**config.mk**
```make
export PLATFORM = sky130hd
export DESIGN_NAME = ecall_sequencer
export DESIGN_NICKNAME = d
export VERILOG_FILES = /design/src/rtl/ecall_sequencer_pkg.sv /design/src/rtl/ecall_sequencer_debouncer.sv /design/src/rtl/ecall_sequencer.sv
export SDC_FILE = /design/constraint.sdc
export NUM_CORES = 1
export LEC_CHECK = 0
export ABC_AREA = 1
export CORE_AREA = 2 2 96 98
export CTS_CLUSTER_DIAMETER = 40
export DETAILED_ROUTE_END_ITERATION = 12
export DIE_AREA = 0 0 98 100
export PLACE_DENSITY = 0.75
export SYNTH_ARGS = -nofsm -noshare
export SYNTH_HDL_FRONTEND = slang
export SYNTH_SLANG_ARGS = --single-unit
```
**constraint.sdc**
```tcl
create_clock -name clk -period 2.1 [get_ports clk]
set_clock_uncertainty 0.2 [all_clocks]
set_input_delay 0.21 -clock clk [delete_from_list [all_inputs] [get_ports clk]]
set_output_delay 0.21 -clock clk [all_outputs]
set_load 0.005 [all_outputs]
```
**src/rtl/ecall_sequencer_pkg.sv**
```systemverilog
// Shared constants, state/op enumerations and syscall decode for the ecall sequencer.
package ecall_pkg;

  localparam logic [31:0] ECALL_INST   = 32'h0000_0073;
  localparam logic [31:0] A7_PRINT_INT = 32'd1;
  localparam logic [31:0] A7_READ_INT  = 32'd5;
  localparam logic [31:0] A7_EXIT      = 32'd10;

  typedef enum logic [2:0] {
    IDLE         = 3'd0,
    DRAIN        = 3'd1,
    DISPATCH     = 3'd2,
    WAIT_PRESS   = 3'd3,
    WAIT_RELEASE = 3'd4,
    COMMIT       = 3'd5,
    RESUME       = 3'd6,
    HALT         = 3'd7
  } state_t;

  typedef enum logic [1:0] {
    OP_NONE  = 2'd0,
    OP_PRINT = 2'd1,
    OP_READ  = 2'd2,
    OP_EXIT  = 2'd3
  } op_t;

  function automatic op_t decode_op(input logic [31:0] a7);
    op_t op;
    case (a7)
      A7_PRINT_INT: op = OP_PRINT;
      A7_READ_INT:  op = OP_READ;
      A7_EXIT:      op = OP_EXIT;
      default:      op = OP_NONE;
    endcase
    return op;
  endfunction

  function automatic logic is_ecall(input logic [31:0] inst);
    return (inst == ECALL_INST);
  endfunction

endpackage

```
**src/rtl/ecall_sequencer_debouncer.sv**
```systemverilog
// Confirm-button conditioning: 2-flop synchronizer plus a run-length counter that
// accepts a press/release once the synced level has held for DEBOUNCE_CYCLES cycles.
module button_debouncer #(
  parameter int DEBOUNCE_CYCLES = 16
) (
  input  logic clk,
  input  logic rst,
  input  logic enable,
  input  logic raw,
  output logic press_acc,
  output logic release_acc
);

  localparam int CW = $clog2(DEBOUNCE_CYCLES + 2);
  localparam logic [CW-1:0] TARGET = CW'(DEBOUNCE_CYCLES);
  localparam logic [CW-1:0] ONE    = CW'(1);

  logic          sync1;
  logic          sync2;
  logic          level;
  logic [CW-1:0] count;
  logic [CW-1:0] run_len;
  logic          accept;

  // two-stage synchronizer for the asynchronous push-button
  always_ff @(posedge clk or posedge rst) begin
    if (rst) begin
      sync1 <= 1'b0;
      sync2 <= 1'b0;
    end else begin
      sync1 <= raw;
      sync2 <= sync1;
    end
  end

  // length of the current stable run including this cycle; a level change restarts at one
  always_comb begin
    if ((count != '0) && (sync2 == level)) begin
      run_len = count + ONE;
    end else begin
      run_len = ONE;
    end
  end

  // run-length state; cleared whenever the sequencer is not waiting on the button
  always_ff @(posedge clk or posedge rst) begin
    if (rst) begin
      count <= '0;
      level <= 1'b0;
    end else if (!enable) begin
      count <= '0;
      level <= sync2;
    end else begin
      level <= sync2;
      count <= (run_len > TARGET) ? TARGET : run_len;
    end
  end

  // saturation past TARGET keeps each accepted level to a single pulse
  assign accept      = enable && (run_len == TARGET);
  assign press_acc   = accept && sync2;
  assign release_acc = accept && !sync2;

endmodule

```
**src/rtl/ecall_sequencer.sv**
```systemverilog
// Stalls fetch on an ecall, drains the pipeline, then services print/read/exit
// syscalls selected by a7 using the debounced confirm button.
module ecall_sequencer
  import ecall_pkg::*;
#(
  parameter int DRAIN_CYCLES    = 4,
  parameter int DEBOUNCE_CYCLES = 16
) (
  input  logic        clk,
  input  logic        rst,
  input  logic [31:0] inst,
  input  logic [31:0] a7,
  input  logic [31:0] a0,
  input  logic        confirm,
  input  logic [7:0]  num_in,
  output logic        stall,
  output logic        wr_en,
  output logic [31:0] wr_data,
  output logic        disp_load,
  output logic [31:0] disp_data,
  output logic        halted,
  output logic [2:0]  state_dbg
);

  localparam int DCW = (DRAIN_CYCLES > 1) ? $clog2(DRAIN_CYCLES) : 1;
  localparam logic [DCW-1:0] DRAIN_LAST = DCW'(DRAIN_CYCLES - 1);

  state_t          state;
  op_t             op_r;
  op_t             dispatch_op;
  logic [DCW-1:0]  drain_cnt;
  logic [31:0]     disp_data_r;
  logic [31:0]     wr_data_r;
  logic            dbnc_en;
  logic            press_acc;
  logic            release_acc;
  logic            dispatch_print;

  assign dbnc_en = (state == WAIT_PRESS) || (state == WAIT_RELEASE);

  button_debouncer #(
    .DEBOUNCE_CYCLES(DEBOUNCE_CYCLES)
  ) u_debouncer (
    .clk        (clk),
    .rst        (rst),
    .enable     (dbnc_en),
    .raw        (confirm),
    .press_acc  (press_acc),
    .release_acc(release_acc)
  );

  // syscall decode is only meaningful in DISPATCH; afterwards op_r is authoritative
  always_comb begin
    dispatch_op    = decode_op(a7);
    dispatch_print = (state == DISPATCH) && (dispatch_op == OP_PRINT);
  end

  // sequencer FSM together with the op, display and read-data holding registers
  always_ff @(posedge clk or posedge rst) begin
    if (rst) begin
      state       <= IDLE;
      op_r        <= OP_NONE;
      drain_cnt   <= '0;
      disp_data_r <= 32'h0000_0000;
      wr_data_r   <= 32'h0000_0000;
    end else begin
      case (state)
        IDLE: begin
          if (is_ecall(inst)) begin
            state     <= DRAIN;
            drain_cnt <= '0;
          end else begin
            state <= IDLE;
          end
        end
        DRAIN: begin
          if (drain_cnt == DRAIN_LAST) begin
            state <= DISPATCH;
          end else begin
            drain_cnt <= drain_cnt + DCW'(1);
          end
        end
        DISPATCH: begin
          op_r <= dispatch_op;
          case (dispatch_op)
            OP_PRINT: begin
              disp_data_r <= a0;
              state       <= WAIT_PRESS;
            end
            OP_READ:  state <= WAIT_PRESS;
            OP_EXIT:  state <= HALT;
            default:  state <= RESUME;
          endcase
        end
        WAIT_PRESS: begin
          if (press_acc) begin
            state <= WAIT_RELEASE;
            if (op_r == OP_READ) begin
              wr_data_r <= {24'h00_0000, num_in};
            end
          end else begin
            state <= WAIT_PRESS;
          end
        end
        WAIT_RELEASE: begin
          if (release_acc) begin
            state <= (op_r == OP_READ) ? COMMIT : RESUME;
          end else begin
            state <= WAIT_RELEASE;
          end
        end
        COMMIT: state <= RESUME;
        // fetch advances past the ecall this cycle, so detection is not re-armed here
        RESUME: begin
          state <= IDLE;
          op_r  <= OP_NONE;
        end
        HALT:    state <= HALT;
        default: state <= IDLE;
      endcase
    end
  end

  // the IDLE term holds the PC on the very cycle the ecall is first seen
  always_comb begin
    if (state == IDLE) begin
      stall = is_ecall(inst);
    end else begin
      stall = (state != RESUME);
    end
  end

  assign wr_en     = (state == COMMIT);
  assign wr_data   = wr_data_r;
  assign disp_load = dispatch_print;
  assign disp_data = dispatch_print ? a0 : disp_data_r;
  assign halted    = (state == HALT);
  assign state_dbg = state;

endmodule

```
Word level (Yosys, flattened, before mapping)
Index checks and enable logic that the tools add are counted.
{"block": "word_totals", "ff_bits": 55, "out_inout_bits": 71, "elab_cells": 66}
{"block": "classes", "n_addsub": 2, "n_lt_le_gt_ge": 1, "eq_ne": 22, "n_mux": 17, "n_reduce_logical": 15}
{"op": "32-bit by 1-bit == test with 1-bit output, second input constant", "count": 1}
{"op": "32-bit by 3-bit == test with 1-bit output, second input constant", "count": 1}
{"op": "32-bit by 4-bit == test with 1-bit output, second input constant", "count": 1}
{"op": "32-bit by 7-bit == test with 1-bit output, second input constant", "count": 1}
{"op": "32-bit two-way mux", "count": 1}
{"op": "3-bit one-hot mux with 8 select lines", "count": 1}
{"op": "5-bit two-way mux", "count": 3}
{"op": "3-bit == test, second input constant", "count": 4}
{"op": "2-bit == test, second input constant", "count": 4}
{"op": "2-bit two-way mux", "count": 4}
{"op": "2-bit one-hot mux with 2 select lines", "count": 2}
{"op": "3-bit by 2-bit == test with 1-bit output, second input constant", "count": 2}
{"op": "3-bit two-way mux", "count": 2}
{"op": "2-bit inequality test, second input constant", "count": 3}
{"op": "2-bit one-hot mux with 3 select lines", "count": 1}
{"op": "3-bit one-hot mux with 2 select lines", "count": 1}
{"op": "3-bit AND reduction", "count": 2}
{"op": "5-bit by 1-bit adder with 5-bit output, second input constant", "count": 1}
{"op": "5-bit == test, second input constant", "count": 1}
{"op": "5-bit > comparator, second input constant", "count": 1}
{"op": "1-bit logical AND", "count": 5}
{"op": "5-bit nonzero test", "count": 1}
{"op": "2-bit nonzero test", "count": 2}
{"op": "3-bit by 1-bit == test with 1-bit output, second input constant", "count": 1}
{"op": "10 further kinds", "count": 11}

Logic depth before layout (Yosys ltp)
{"block": "depth", "depth_word": 8, "depth_mapped": 12}

Modules after synthesis
Synthesis repeated with hierarchy kept, for this count alone.
{"block": "unflattened", "hier_cells": 371, "area_unflattened_um2": 2941.6}
{"mod": "ecall_sequencer", "n_inst": 1, "cells_per_inst": 319, "area_each_um2": 2498.6}
{"mod": "button_debouncer", "n_inst": 1, "cells_per_inst": 52, "area_each_um2": 442.9}

Worst setup path before layout
OpenSTA, ideal clock, no wires.
{"block": "synth_path", "path_type": "input-to-output", "start": "in a7[5]", "end": "out disp_data[10]", "arrival_time_ps": 1660, "t_required_ps": 1690, "path_slack_ps": 30, "cell_stages": 9, "path_buffers": 1, "cell_sequence": "nor4_1 > nand4_1 > nand2_1 > nand2_1 > ha_1 > nand2_1 > clkbuf_1 > nand2_1 > nand2_1"}
{"block": "synth_via", "elab_chain_len": 5, "word_cells_on_any_way": 7, "cone_classes": "eq/ne (4); mux (2); reduce/logical (1)"}
{"item": "from (decl)", "line": "ecall_sequencer.sv:12", "text": "input logic [31:0] a7,"}
{"item": "32-bit by 4-bit == test with 1-bit output (tied with other cells)", "line": "ecall_sequencer_pkg.sv:29", "text": "case (a7)"}
{"item": "2-bit one-hot mux with 3 select lines *", "line": "ecall_sequencer_pkg.sv:29"}
{"item": "2-bit by 1-bit == test with 1-bit output *", "line": "ecall_sequencer.sv:55", "text": "dispatch_print = (state == DISPATCH) && (dispatch_op == OP_PRINT);"}
{"item": "1-bit logical AND *", "line": "ecall_sequencer.sv:55"}
{"item": "32-bit two-way mux *", "line": "ecall_sequencer.sv:136", "text": "assign disp_data = dispatch_print ? a0 : disp_data_r;"}
{"item": "to (decl)", "line": "ecall_sequencer.sv:20", "text": "output logic [31:0] disp_data,"}
Every way passes the cells marked *; elsewhere a longest branch is shown, timed or not.

Worst setup path in the final report
{"block": "layout_path", "start": "in a7[6]", "end": "out disp_data[25]"}
Same word-level chain as after synthesis.

==> metrics.txt <==
Rows 35; hold buffers post-CTS 0; Mapped Cells 376; GRT Total Usage 0.181; Reg2Reg Setup Slack -0.01 ns; r2r endpoint disp_data_r[10]; initial antenna violation count 0; Crit Path Max Fanout 6; CTS root buf clkbuf_8; IO buf count 153; synth warn 0; drt pass-1 iters 4; DP Wirelength 6090 µm; CTS clk-pin slew, worst paths 0.10 ns; vias per cell 4.48; drt wl/cell 13.1 µm; Startpoint Class input pin; final worst setup slack -0.139 ns; Die Height 100 µm; first-pass GRT wire length 14,600 µm; vias in the first global route 3,241; Layout fillers 773; Worst R2R Path Depth 12; Layout area overhead 82.6%; Achievable Freq 0.447 GHz; LEAKAGE 2.75 nW; largest net degree at the start of global routing 56; #FFs+latches synth 55; CP required 1.69 ns; area of the multi-input gates 1530 µm²; sequential area share after synthesis 0.484; clock buffer depth 2; initial core utilization 0.320; CTS tree yes; CTS HTree Levels 2; Post-Layout Cell Count 709; Final GP Congestion 0.785; drt drc 0; cell area after synthesis 2850 µm²; Hold Crit Class in -> async; grt ovf 0; clock latency on the worst-skew pair 0.31 ns; # setup viols final 36; synth unique cells 22; # nets final 709; failing checks setup timing; Final Cycle Share 1.07; Storage cell area 1380 µm²; Max rail drop VDD 0.353 mV; TritonCTS Buffers 5; pre-CTS WS -0.830 ns; Reg2Reg Launch Point state_dbg[0]; Initial DRC Count 93; layout cell share with drive strength beyond 1 0.344; dpl cells 649; pwr dens 372 nW/µm²; Max-Cap Viols 0; critical path capture point type output port; Post-Syn Area per Cell 7.57 µm²; clk sinks 55; critical path class in -> out; Worst EP arrival 1.83 ns; via count 3,175; outcome finished, violations left; crit path time final 2.24 ns; total wire length 9290 µm; I/O pin count 178; area of the core 8890 µm²; unrepaired setup endpoints after global routing true; max-slew violations 0; Final Hold Fails 0; Die X-Extent 98 µm; die area 9800 µm²; Routed Antenna Nets 0; antenna cell count 0
[timing repair]
action / in CTS / in global routing
setup buffers: 46 / 19
setup endpoints to repair: 35 / 55
gates cloned: 3 / 0
gates resized for setup: 249 / 85
pin swaps: 45 / 46
[cell type report]
class,count,area share
clock buffers,5,0.0132
multi-input cells,282,0.295
clock inverters,3,0.00530
inverters,30,0.0222
flip-flops and latches,55,0.266
repair buffers,223,0.372
well taps,111,0.0267
[placed cells by master (no fill, tap or decap), types with 3 or more instances in the layout]
cell,netlist,final
nand2_1,166,125
clkdlybuf4s50_1,0,85
dfrtp_1,55,52
buf_4,24,51
buf_2,5,35
nor2_1,34,30
nand2_2,0,28
conb_1,1,24
buf_6,0,22
inv_1,24,21
nand2_4,0,13
nand3_1,12,12
clkbuf_2,0,11
nand4_1,9,9
dlygate4sd2_1,0,9
inv_2,6,8
nor3_1,9,8
nor2_2,3,6
clkbuf_8,0,5
clkdlybuf4s15_1,0,5
o21ai_0,4,4
ha_4,0,4
nor2_4,2,3
a21oi_1,3,3
buf_8,0,3
dfrtp_2,0,3
[sequential cells by signal (all words and copies together), names as in the netlist]
register           count
disp_data_r           32
drain_cnt              2
op_r                   2
state_dbg              3
u_debouncer.count      5
u_debouncer.level      1
u_debouncer.sync1      1
u_debouncer.sync2      1
wr_data                8
[worst max-delay path: stages]
cell and delay (ns):
buf_6 0.09, nor4_4 0.24, buf_4 0.15, nand4_1 0.11
nand2_1 0.09, nand2_2 0.06, inv_2 0.07, ha_4 0.14
nand2_4 0.06, inv_4 0.08, buf_8 0.14, buf_8 0.14
nand2_2 0.05, nand2_2 0.06, buf_2 0.11
[worst max path at each step]
stage / start / endpoint / slack (ns) / depth (start not counted)
6_report: a7[6] / disp_data[25] / -0.14 / 15
5_1_grt: a7[6] / disp_data[25] / -0.24 / 15
4_1_cts: a7[5] / disp_data[19] / -0.24 / 16
3_5_place_dp: a7[5] / disp_data[18] / -0.83 / 14
3_3_place_gp: a7[5] / disp_data[5] / -0.81 / 14
2_1_floorplan: a7[5] / disp_data[10] / 0.03 / 9
[cell families after synthesis]
kind of cell    synth area share
compound gates            0.0150
fa+ha+maj                 0.0220
other cells              0.00132
buf+inv                    0.116
flops                      0.484
simple gates               0.362
[routing by layer]
layer / vias up / GRT usage / wire length (µm)
met5: - / 0 / 0
met4: 0 / 0.0363 / 124
met3: 14 / 0.0515 / 672
met2: 118 / 0.340 / 5020
met1: 1479 / 0.204 / 3480
li1: 1564 / - / -
[Yosys cell counts (all sizes together)]
| cell type | n | area [µm²] |
|---|---|---|
| o21ai | 4 | 20.0 |
| a21oi | 3 | 15.0 |
| nor4 | 5 | 31.3 |
| conb | 1 | 3.75 |
| buf | 29 | 205 |
| nand2 | 166 | 623 |
| ha | 5 | 62.6 |
| nand3b | 2 | 15.0 |
| dfrtp | 55 | 1380 |
| nor3 | 9 | 45.0 |
| or2 | 1 | 6.26 |
| nand3 | 12 | 60.1 |
| o211ai | 1 | 7.51 |
| nor2 | 39 | 169 |
| inv | 30 | 113 |
| nand4 | 11 | 81.3 |
| clkbuf | 3 | 11.3 |
[where the power goes]
group / switching, mW / internal, mW
registers: 0.00417 / 1.06
logic: 0.0866 / 0.163
clock network: 0.372 / 0.248
total: 0.463 / 1.47
[stage by stage]
stage	area (µm²)	utilization	hold WS [ns]	setup TNS [ns]	power, mW
floorplan	2930	-	0.0414	0	1.16
global placement	4560	0.513	0.137	-32.57	1.34
detailed placement	4560	0.513	0.140	-33.41	1.34
CTS	4990	0.562	0.0630	-6.27	1.96
global route	5200	0.585	0.105	-6.99	2.02
finish	5200	0.585	0.0415	-2.93	1.94
No activity file was read; power rests on OpenSTA's default activity.
==> variant, RTL diff (same flow settings) <==
Reset style: synchronous (`rst`), changed in 3 clocked blocks. Comments in the files are not updated.
--- a/src/rtl/ecall_sequencer_debouncer.sv
+++ b/src/rtl/ecall_sequencer_debouncer.sv
@@ -25,3 +25,3 @@
   // two-stage synchronizer for the asynchronous push-button
-  always_ff @(posedge clk or posedge rst) begin
+  always_ff @(posedge clk) begin
     if (rst) begin
@@ -45,3 +45,3 @@
   // run-length state; cleared whenever the sequencer is not waiting on the button
-  always_ff @(posedge clk or posedge rst) begin
+  always_ff @(posedge clk) begin
     if (rst) begin
--- a/src/rtl/ecall_sequencer.sv
+++ b/src/rtl/ecall_sequencer.sv
@@ -58,3 +58,3 @@
   // sequencer FSM together with the op, display and read-data holding registers
-  always_ff @(posedge clk or posedge rst) begin
+  always_ff @(posedge clk) begin
     if (rst) begin
Behaviour: differs if rst is asserted again (counterexample within 4 cycles, from zero or initial values and one cycle with rst high); with rst held inactive, the same outputs for 10 cycles.
==> variant against the unedited design <==
- the run still ends with negative setup slack left
- routed wire length is 9.3% higher
- largest power group unchanged
- total power shrank 2.0%
- setup slack worse by 0.29 ns
- utilization increased by 5.0 points
- critical path depth did not move
- hold slack improved by 0.12 ns
- sequential cell count stayed put
- synthesized area rose by 3.4%
- design area is 8.5% higher
==> variant: results (changes against the unedited design) <==
outcome: "finished with violations"
violations: "negative setup slack"
wl_met2_um: 5550  # +11%
timing.rr.start: "u_debouncer.count[0]"
fin_tns_setup_ns: -10.75  # -7.82 ns
grt_pass1_wl_um: 14800  # +1.4%
synthXorXnorAreaFrac_pct: 0.298  # +0.30 points
synth_top_flop_cell: "dfxtp_1"
hold_path_class: "in2reg"
use_met1_pct: 21.3  # +0.92 points
place.gp.congestion: 0.797  # +1.4%
sw_frac_of_total_pct: 23.9  # about the same
grt_util_met3_pct: 3.55  # -1.6 points
fin_nets: 783  # +10%
yosysSeqAreaShare_pct: 37.4  # -11 points
hold_end: "op_r[1]"
post_synth_fa_ha_maj_area_fraction_pct: 2.13  # -0.073 points
cp.arrival_ns: 2.12  # +0.29 ns
setup_viol: 38  # +5.6%
drive_gt1_share_pct: 41.1  # +6.6 points
clkTransAtPathRegs_ns: 0.10  # about the same
netlist-cell-type-count: 30  # +36%
antenna_found_initial: 1  # +1
wirelength_um: 10200  # +9.3%
yosys-top-cells-area: "dfxtp_1 (37%), nor2_1 (9.9%), inv_1 (8.4%)"
grt_max_degree: 33  # -41%
synth_common_cells: "nor2_1 (78), inv_1 (66), dfxtp_1 (55), nand2_1 (54)"
crit_end: "disp_data[26]"
path_max_fanout: 6  # unchanged
regMostFlops: "disp_data_r"
crit_start: "a7[4]"
routed_via_density: 4.44  # -0.84%
top_layer_used: "met5"
dpl.hpwl_um: 6160  # +1.2%
leakage_uw: 0.00299  # +8.5%
ys_async_sr_fraction_pct: 0  # -100 points
drt_pass1_iterations: 4  # unchanged
worst_slack_ns: -0.432  # -0.293 ns
cpPeakStageDelay_ns: 0.30  # +0.06 ns
drtIter0Drc: 52  # -44%
ff2ff_path_depth: 13  # +1
synth_compound_area_share_pct: 7.53  # +6.0 points
wl_met1_um: 4000  # +15%
wl_met3_um: 409  # -39%
cts_root_buf: "clkbuf_8"
cp_top_family: "simple AND/OR/NAND/NOR gates"
grt_usage_pct: 17.8  # -0.30 points
vdd_drop_max_mv: 0.309  # -13%
grt_util_met2_pct: 33.2  # -0.79 points
holdWs_ns: 0.160  # +0.119 ns
ff2ff_setup_slack_ns: 0.14  # +0.15 ns
grt_pass1_vias: 3365  # +3.8%
regToRegEndpoint: "wr_data[2]"
-- variant: what timing repair did --
action                     CTS  global route
resized for setup          187           179
setup endpoints to repair   66            68
pin swaps                    9            23
setup buffers               47            21
gates cloned                 1             4
-- variant: power groups by stage --
stage	Sequential, uW	Combinational [uW]	Clock, uW
after global placement	1070	246	0
after floorplan	1070	73.8	0
after CTS	1050	241	605
final	1050	254	598
after global routing	1050	274	653
after detailed placement	1070	250	0
-- variant: cell type report --
type | count | area, um^2
tap | 111 | 139
inverter | 68 | 260
clock inverter | 3 | 18.8
multi-input combinational | 291 | 1840
timing repair buffer | 250 | 2200
clock buffer | 5 | 68.8
fill | 765 | 3250
sequential | 55 | 1110
-- variant: metrics by stage --
step	setup WS [ns]	util, %	area, um^2	cells
6_report	-0.432	63.4	5640	783
5_1_grt	-0.557	63.4	5640	783
4_1_cts	-0.674	59.0	5250	769
3_5_place_dp	-1.06	53.5	4750	714
3_3_place_gp	-0.959	53.5	4750	714
2_1_floorplan	0.00246	-	3060	451
